### config.mk
export PLATFORM = sky130hd
export DESIGN_NAME = mips_cpu_hilo_unit
export DESIGN_NICKNAME = d
export VERILOG_FILES = /design/src/rtl/mips_cpu_hilo_unit.sv
export SDC_FILE = /design/constraint.sdc
export NUM_CORES = 1
export LEC_CHECK = 0
export BUFFER_PORTS_ARGS = -buffer_cell sky130_fd_sc_hd__buf_2
export CELL_PAD_IN_SITES_DETAIL_PLACEMENT = 1
export CELL_PAD_IN_SITES_GLOBAL_PLACEMENT = 1
export CORE_UTILIZATION = 48
export DETAILED_ROUTE_END_ITERATION = 8
export GPL_ROUTABILITY_DRIVEN = 0
export PLACE_DENSITY_LB_ADDON = 0.1
export SYNTH_ARGS = -nofsm -noshare
export SYNTH_HDL_FRONTEND = slang
export SYNTH_SLANG_ARGS = --single-unit
### constraint.sdc
create_clock -name clk -period 5.3 [get_ports clk]
set_clock_uncertainty 0.05 [all_clocks]
set_input_delay 0.265 -clock clk [delete_from_list [all_inputs] [get_ports clk]]
set_output_delay 0.265 -clock clk [all_outputs]
set_load 0.1 [all_outputs]
### src/rtl/mips_cpu_hilo_unit.sv
// Multi-cycle MULT/MULTU/DIV/DIVU sequencer and HI/LO register file.
// Iterative shift-add multiply (or single-cycle product when MUL_FAST) and restoring divide.
module mips_cpu_hilo_unit #(
    parameter int MUL_FAST = 0
) (
    input  logic        clk,
    input  logic        reset,
    input  logic        op_valid,
    input  logic [2:0]  op,
    input  logic [31:0] a,
    input  logic [31:0] b,
    output logic        op_ready,
    output logic        busy,
    output logic [31:0] hi,
    output logic [31:0] lo,
    output logic        div_zero
);

    typedef enum logic [1:0] {
        IDLE,
        MUL,
        DIV,
        FIX
    } state_t;

    state_t      state;
    state_t      state_nxt;
    logic [4:0]  cnt;
    logic [63:0] acc;
    logic [31:0] operand;
    logic        is_div;
    logic        neg_p;
    logic        neg_r;

    logic        accept;
    logic        op_mul;
    logic        op_div;
    logic        op_signed;
    logic        b_zero;
    logic [31:0] mag_a;
    logic [31:0] mag_b;
    logic [63:0] fast_prod;
    logic [32:0] mul_sum;
    logic [32:0] div_shift;
    logic [31:0] div_sub;
    logic        div_ge;
    logic [63:0] acc_neg;
    logic [31:0] q_fix;
    logic [31:0] r_fix;

    assign op_ready  = (state == IDLE);
    assign busy      = (state != IDLE);
    assign accept    = op_valid & op_ready;
    assign op_mul    = (op[2:1] == 2'b00);
    assign op_div    = (op[2:1] == 2'b01);
    assign op_signed = (op_mul | op_div) & ~op[0];
    assign b_zero    = (b == '0);

    assign mag_a     = (op_signed && a[31]) ? (~a + 32'd1) : a;
    assign mag_b     = (op_signed && b[31]) ? (~b + 32'd1) : b;
    assign fast_prod = {32'd0, mag_a} * {32'd0, mag_b};

    // Multiply: acc holds {partial product, remaining multiplier bits}; operand is the multiplicand.
    assign mul_sum   = {1'b0, acc[63:32]} + (acc[0] ? {1'b0, operand} : 33'd0);

    // Divide: acc holds {remainder, dividend/quotient}; operand is the divisor.
    assign div_shift = {acc[63:32], acc[31]};
    assign div_ge    = (div_shift >= {1'b0, operand});
    assign div_sub   = div_shift[31:0] - operand;

    assign acc_neg   = ~acc + 64'd1;
    assign q_fix     = neg_p ? (~acc[31:0] + 32'd1) : acc[31:0];
    assign r_fix     = neg_r ? (~acc[63:32] + 32'd1) : acc[63:32];

    always_ff @(posedge clk) begin
        if (reset) begin
            state <= IDLE;
        end else begin
            state <= state_nxt;
        end
    end

    always_comb begin
        state_nxt = state;
        case (state)
            IDLE: begin
                if (accept) begin
                    if (op_mul) begin
                        state_nxt = (MUL_FAST != 0) ? FIX : MUL;
                    end else if (op_div) begin
                        state_nxt = b_zero ? FIX : DIV;
                    end
                end
            end
            MUL, DIV: begin
                if (cnt == 5'd31) begin
                    state_nxt = FIX;
                end
            end
            FIX:     state_nxt = IDLE;
            default: state_nxt = IDLE;
        endcase
    end

    always_ff @(posedge clk) begin
        if (reset) begin
            cnt      <= '0;
            acc      <= '0;
            operand  <= '0;
            is_div   <= 1'b0;
            neg_p    <= 1'b0;
            neg_r    <= 1'b0;
            hi       <= '0;
            lo       <= '0;
            div_zero <= 1'b0;
        end else begin
            case (state)
                IDLE: begin
                    if (accept) begin
                        div_zero <= 1'b0;
                        cnt      <= '0;
                        is_div   <= op_div;
                        neg_p    <= op_signed & (a[31] ^ b[31]);
                        neg_r    <= op_signed & a[31];
                        if (op_mul) begin
                            operand <= mag_a;
                            acc     <= (MUL_FAST != 0) ? fast_prod : {32'd0, mag_b};
                        end else if (op_div) begin
                            operand  <= mag_b;
                            acc      <= {32'd0, mag_a};
                            div_zero <= b_zero;
                        end else if (op == 3'b100) begin
                            hi <= a;
                        end else if (op == 3'b101) begin
                            lo <= a;
                        end
                    end
                end
                MUL: begin
                    acc <= {mul_sum, acc[31:1]};
                    cnt <= cnt + 5'd1;
                end
                DIV: begin
                    acc <= div_ge ? {div_sub, acc[30:0], 1'b1}
                                  : {div_shift[31:0], acc[30:0], 1'b0};
                    cnt <= cnt + 5'd1;
                end
                FIX: begin
                    // A divide-by-zero reaches FIX only to spend its one busy cycle.
                    if (!div_zero) begin
                        if (is_div) begin
                            lo <= q_fix;
                            hi <= r_fix;
                        end else begin
                            {hi, lo} <= neg_p ? acc_neg : acc;
                        end
                    end
                end
                default: ;
            endcase
        end
    end

endmodule

======== Word-level counts from Yosys, hierarchy flattened ========
Index checks and enable logic that the tools add are counted.
W data, S select, Z words.
storage, ports and cells
  register bits after elaboration ......... 171
  bits of input ports ..................... 70
  output and inout port bits .............. 67
  logic and storage cells ................. 103
cells by class
  add/sub/neg operators ................... 8
  $lt $le $gt $ge ......................... 1
  equality and inequality tests ........... 16
  muxes and demuxes ....................... 38
  bitwise operators ....................... 12
  reduce and logical (&&, ||, !) cells .... 18
operators by type and width
  operator                 count
  $mux W32                 20
  $mux W64                 5
  $pmux W64 S3             1
  $add A32 B1 Y32 const B  4
  $not A32 Y32             4
  $pmux W32 S2             2
  $add A64 B1 Y64 const B  1
  $not A64 Y64             1
  $add A32 B32 Y33         1
  $ge A33 B32 Y1           1
  $logic_not A32 Y1        1
  $sub A32 B32 Y32         1
  $pmux W5 S2              1
  $reduce_and A3 Y1        3
  $mux W2                  4
  $ne A2 B1 Y1 const B     4
  $ne A2 B2 Y1 const B     4
  $reduce_bool A2 Y1       4
  $reduce_and A7 Y1        1
  $eq A3 B3 Y1 const B     2
  $pmux W2 S3              1
  $reduce_and A6 Y1        1
  $add A5 B1 Y5 const B    1
  $eq A5 B5 Y1 const B     1
  other kinds (14)         24

======== Depth between registers and ports, before layout ========
  depth in word-level cells ............... 9
  mapped depth ............................ 14
  gate-level depth less buffers ........... 13

======== Worst setup path before layout ========
OpenSTA, ideal clock, no wires.
  path kind ............................... register -> register
  from .................................... reg state[0]
  to ...................................... reg lo[24]
  arrival ................................. 3.192 ns
  slack ................................... 1.927 ns
  stages on the path, launching flop included .. 11
  path buffers ............................ 2
  path through ............................ dfxtp_1 > inv_1 > ha_1 > inv_1 > mux2i_1 > nand2_1 > a21o_1 > clkbuf_1 > clkbuf_1 > a211oi_1 > nor3_1
on the way
  word-level cells in the longest chain between the ends .. 4
  elaborated cells between the ends (all ways) .. 12
  classes of those cells .................. 7 x eq/ne; 1 x mux; 1 x bitwise; 3 x reduce/logical
RTL lines
  what                         line  RTL
  start, declared              26    state_t state;
  start signal, assigned       79    state <= state_nxt;
  $logic_not A2 Y1 (*)         51    assign op_ready = (state == IDLE);
  named net op_ready           12    output logic op_ready,
  $and A1 B1 Y1                53    assign accept = op_valid & op_ready;
  $ne A2 B1 Y1 (no line)       -
  $reduce_and A7 Y1 (no line)  -
  end signal, assigned         152   lo <= q_fix;
  end signal, assigned         155   {hi, lo} <= neg_p ? acc_neg : acc;
  end, declared                15    output logic [31:0] lo,
Mark *: on every way through the listed nets, which the timed path passes. The rest lies on a longest branch.
A chain may end at the register's enable or synchronous reset.

======== Worst setup path after layout ========
  from .................................... reg acc[57]
  to ...................................... reg acc[46]
on the way
  word-level cells in the longest chain between the ends .. 3
RTL lines
  what                    line  RTL
  start, declared         29    logic [63:0] acc;
  start signal, assigned  127   acc <= (MUL_FAST != 0) ? fast_prod : {32'd0, mag_b};
  start signal, assigned  130   acc <= {32'd0, mag_a};
  start signal, assigned  140   acc <= {mul_sum, acc[31:1]};
  $ge A33 B32 Y1          68    assign div_ge = (div_shift >= {1'b0, operand});
  $mux W64                144   acc <= div_ge ? {div_sub, acc[30:0], 1'b1}
  $pmux W64 S3            117   case (state)
Every way passes these cells.

==> impl_metrics.csv <==
group,metric,value,unit
logic_synthesis,synth_edf_count,0,
detailed_routing,num_vias,16497,
global_route,grt_pass1_wl,92.8,mm
critical_path,arrival,4.39,ns
clocking,post_cts_buffers,0,
clocking,cts-buffers-inserted,17,
logic_synthesis,synthArstFlopShare,0,%
layout,multi_input_area,10400,sq um
layout,n_antenna_cell,0,
logic_synthesis,yosysSeqAreaShare,23.5,%
floorplanning,fp-row-count,63,
floorplanning,ios,137,
timing,period_minus_slack,4.07,ns
logic_synthesis,avgSynthCellArea,7.16,sq um
clocking,clk_path_buf_depth,2,
timing,rsz0062_at_grt,"no",
timing,setup_tns,0,ns
logic_synthesis,synth_fp_nets,2184,
layout,drive_gt1_share,10.0,%
layout,layout_common_cells,"a21oi_1, nor2_1, nand2_1",
clocking,hold_buffers,0,
timing,max_slew.worst_pin.slew,1.14,ns
detailed_routing,vias_per_cell,6.66,
critical_path,end_kind,"flip-flop",
clocking,clock_latency,0.47,ns
clocking,cts_num_sinks,171,
layout,areaGrowthSynthToFinish,9.88,%
layout,nets,2219,
layout,n_fill_cell,3901,
global_route,antenna_found_initial,0,
logic_synthesis,syn-instance-count,2038,
floorplanning,die_h,176,um
global_route,grt_pass1_vias,15413,
detailed_routing,drt-total-wl,62.0,mm
critical_path,worst_setup_path_start_kind,"flip-flop",
global_route,grt_max_degree,92,
clocking,cts_tree,"yes",
floorplanning,coreArea,29800,sq um
detailed_routing,ant_nets,0,
timing,finalWorstSetupSlack,1.23,ns
critical_path,path_class,"flip-flop to flip-flop",
floorplanning,die_w,176,um
floorplanning,dieArea,31100,sq um
critical_path,regToRegSetupSlack,1.23,ns
logic_synthesis,synth_cell_types,69,
layout,final_common_cell,"a21oi_1",
timing,maxSlewHeadroom,24.1,%
critical_path,crit_fanout,39,
clocking,clk_pin_slew,0.08,ns
clocking,h-tree-depth,4,
timing,hold_viol,0,
logic_synthesis,syn-cell-area,14600,sq um
layout,fin_util,53.8,%
critical_path,timing.rr.start,"acc[57]",
power,powerDensity,472,nW/um^2
logic_synthesis,synthFlopType,"dfxtp_1",
timing,max_freq,246,MHz
place,preCtsSetupSlack,1.31,ns
logic_synthesis,ys_warn_count,0,
power,irDropWorstVdd,0.000327,V
place,dp.cells,2444,
critical_path,required,5.61,ns
place,dp_hpwl,47.5,mm
layout,stdcell_count,2476,
timing,period_share,76.8,%
detailed_routing,drtIter0Drc,1814,
timing,finalSetupViolCount,0,
detailed_routing,dr.pass1.iters,5,
place,io_buffers,136,
power,cellLeakagePower,6.68,nW
worst_hold_path,worstHoldStart,"reset",
worst_hold_path,hold_path_end,"operand[28]",
critical_path,crit-reg2reg-capture,"acc[46]",
clocking,cts_resized,0,
clocking,root_buffer,"clkbuf_16",
layout,regArea,3420,sq um
job,cap_violations,0,
worst_hold_path,hold_depth,2,
timing,slew_viol_final,0,
logic_synthesis,synth-seq-cells,171,
worst_hold_path,hold_class,"input pin to flip-flop",
detailed_routing,wl_per_cell,25.0,um
outcome,status,"finished clean",
critical_path,worstRegToRegCells,11,
floorplanning,initial_core_util,49.0,%
detailed_routing,drc_errors,0,
global_route,gr-usage-all-layers,39.2,%
global_route,gr-total-overflow,0,
[report_power, final]
part           switching (mW)  internal (mW)
clock network           0.612          0.804
registers               0.363           1.58
logic                    3.16           1.06
[layer usage]
layer  share of wire, %  vias up  track usage (%)
met2                 42      869             58.8
met5                  0        -                0
met3                 11      121             8.53
met4                3.3        0             12.7
met1                 44     8036             55.2
li1                   -     7471                -
[metrics by stage]
stage	area [sq um]	total power [mW]	hold WS [ns]
2_1_floorplan	14600	4.96	0.363
3_3_place_gp	15400	5.93	0.380
3_5_place_dp	15400	6.05	0.392
4_1_cts	16000	7.47	0.0996
5_1_grt	16000	7.87	0.123
6_report	16000	7.57	0.107
[layout make-up]
class	count	area share (%)
Clock buffer	18	2.74
Multi-Input combinational cell	1661	65.0
Sequential cell	171	21.4
Timing Repair Buffer	155	5.15
Clock inverter	14	1.19
Inverter	67	1.57
Tap cell	390	3.04
[flip-flops by register name, summed over array words and instances, names as in the netlist]
name	count
div_zero	1
cnt	5
neg_r	1
neg_p	1
operand	32
hi	32
is_div	1
acc	64
lo	32
state	2
[worst max-delay path, stage by stage, from the launching register on]
cell and delay (ns):
dfxtp_1 0.59, ha_1 0.43, a211oi_1 0.35, o21ai_0 0.17, a211oi_1 0.40, nand3_1 0.15
a221o_1 0.38, nand2_1 0.36, buf_4 0.52, mux2i_1 0.25, nor2_1 0.05, a211o_1 0.24
[cells by family after synthesis]
group / synth area share [%]
AOI/OAI and AO/OA: 32.0
and+or+nand+nor: 20.7
buffers and inverters: 5.37
DFF: 23.5
xor gates and xnor gates: 9.90
adders and majority gates: 6.62
muxes: 1.99
[cells in the mapped netlist (15+ instances only)]
cell,instances,area [sq um]
nor3_1,45,225
mux2i_1,29,290
clkbuf_1,126,473
o21ai_0,146,731
xnor2_1,76,666
o41ai_1,15,131
inv_1,67,251
nand2_1,190,713
o211ai_1,34,255
nand4_1,18,113
nand2b_1,17,106
dfxtp_1,171,3420
xor2_1,89,780
nand3_1,33,165
ha_1,74,926
a22oi_1,31,233
nor4_1,15,93.8
nor2_1,246,923
a221o_1,18,180
or3_1,17,106
a211oi_1,55,413
a21o_1,41,308
o31ai_1,21,158
a21oi_1,252,1260
[how the worst max path moves through the flow]
| stage | start | to | slack, ns | cells after the start |
|---|---|---|---|---|
| final | acc[57] | acc[46] | 1.23 | 11 |
| after global placement | acc[57] | acc[46] | 1.41 | 11 |
| after CTS | acc[57] | acc[46] | 1.29 | 11 |
| after floorplan | state[0] | lo[24] | 1.93 | 10 |
| after detailed placement | acc[57] | acc[46] | 1.31 | 11 |
| after global routing | acc[0] | acc[58] | 1.05 | 12 |
Power figures use the tool's default switching activity.
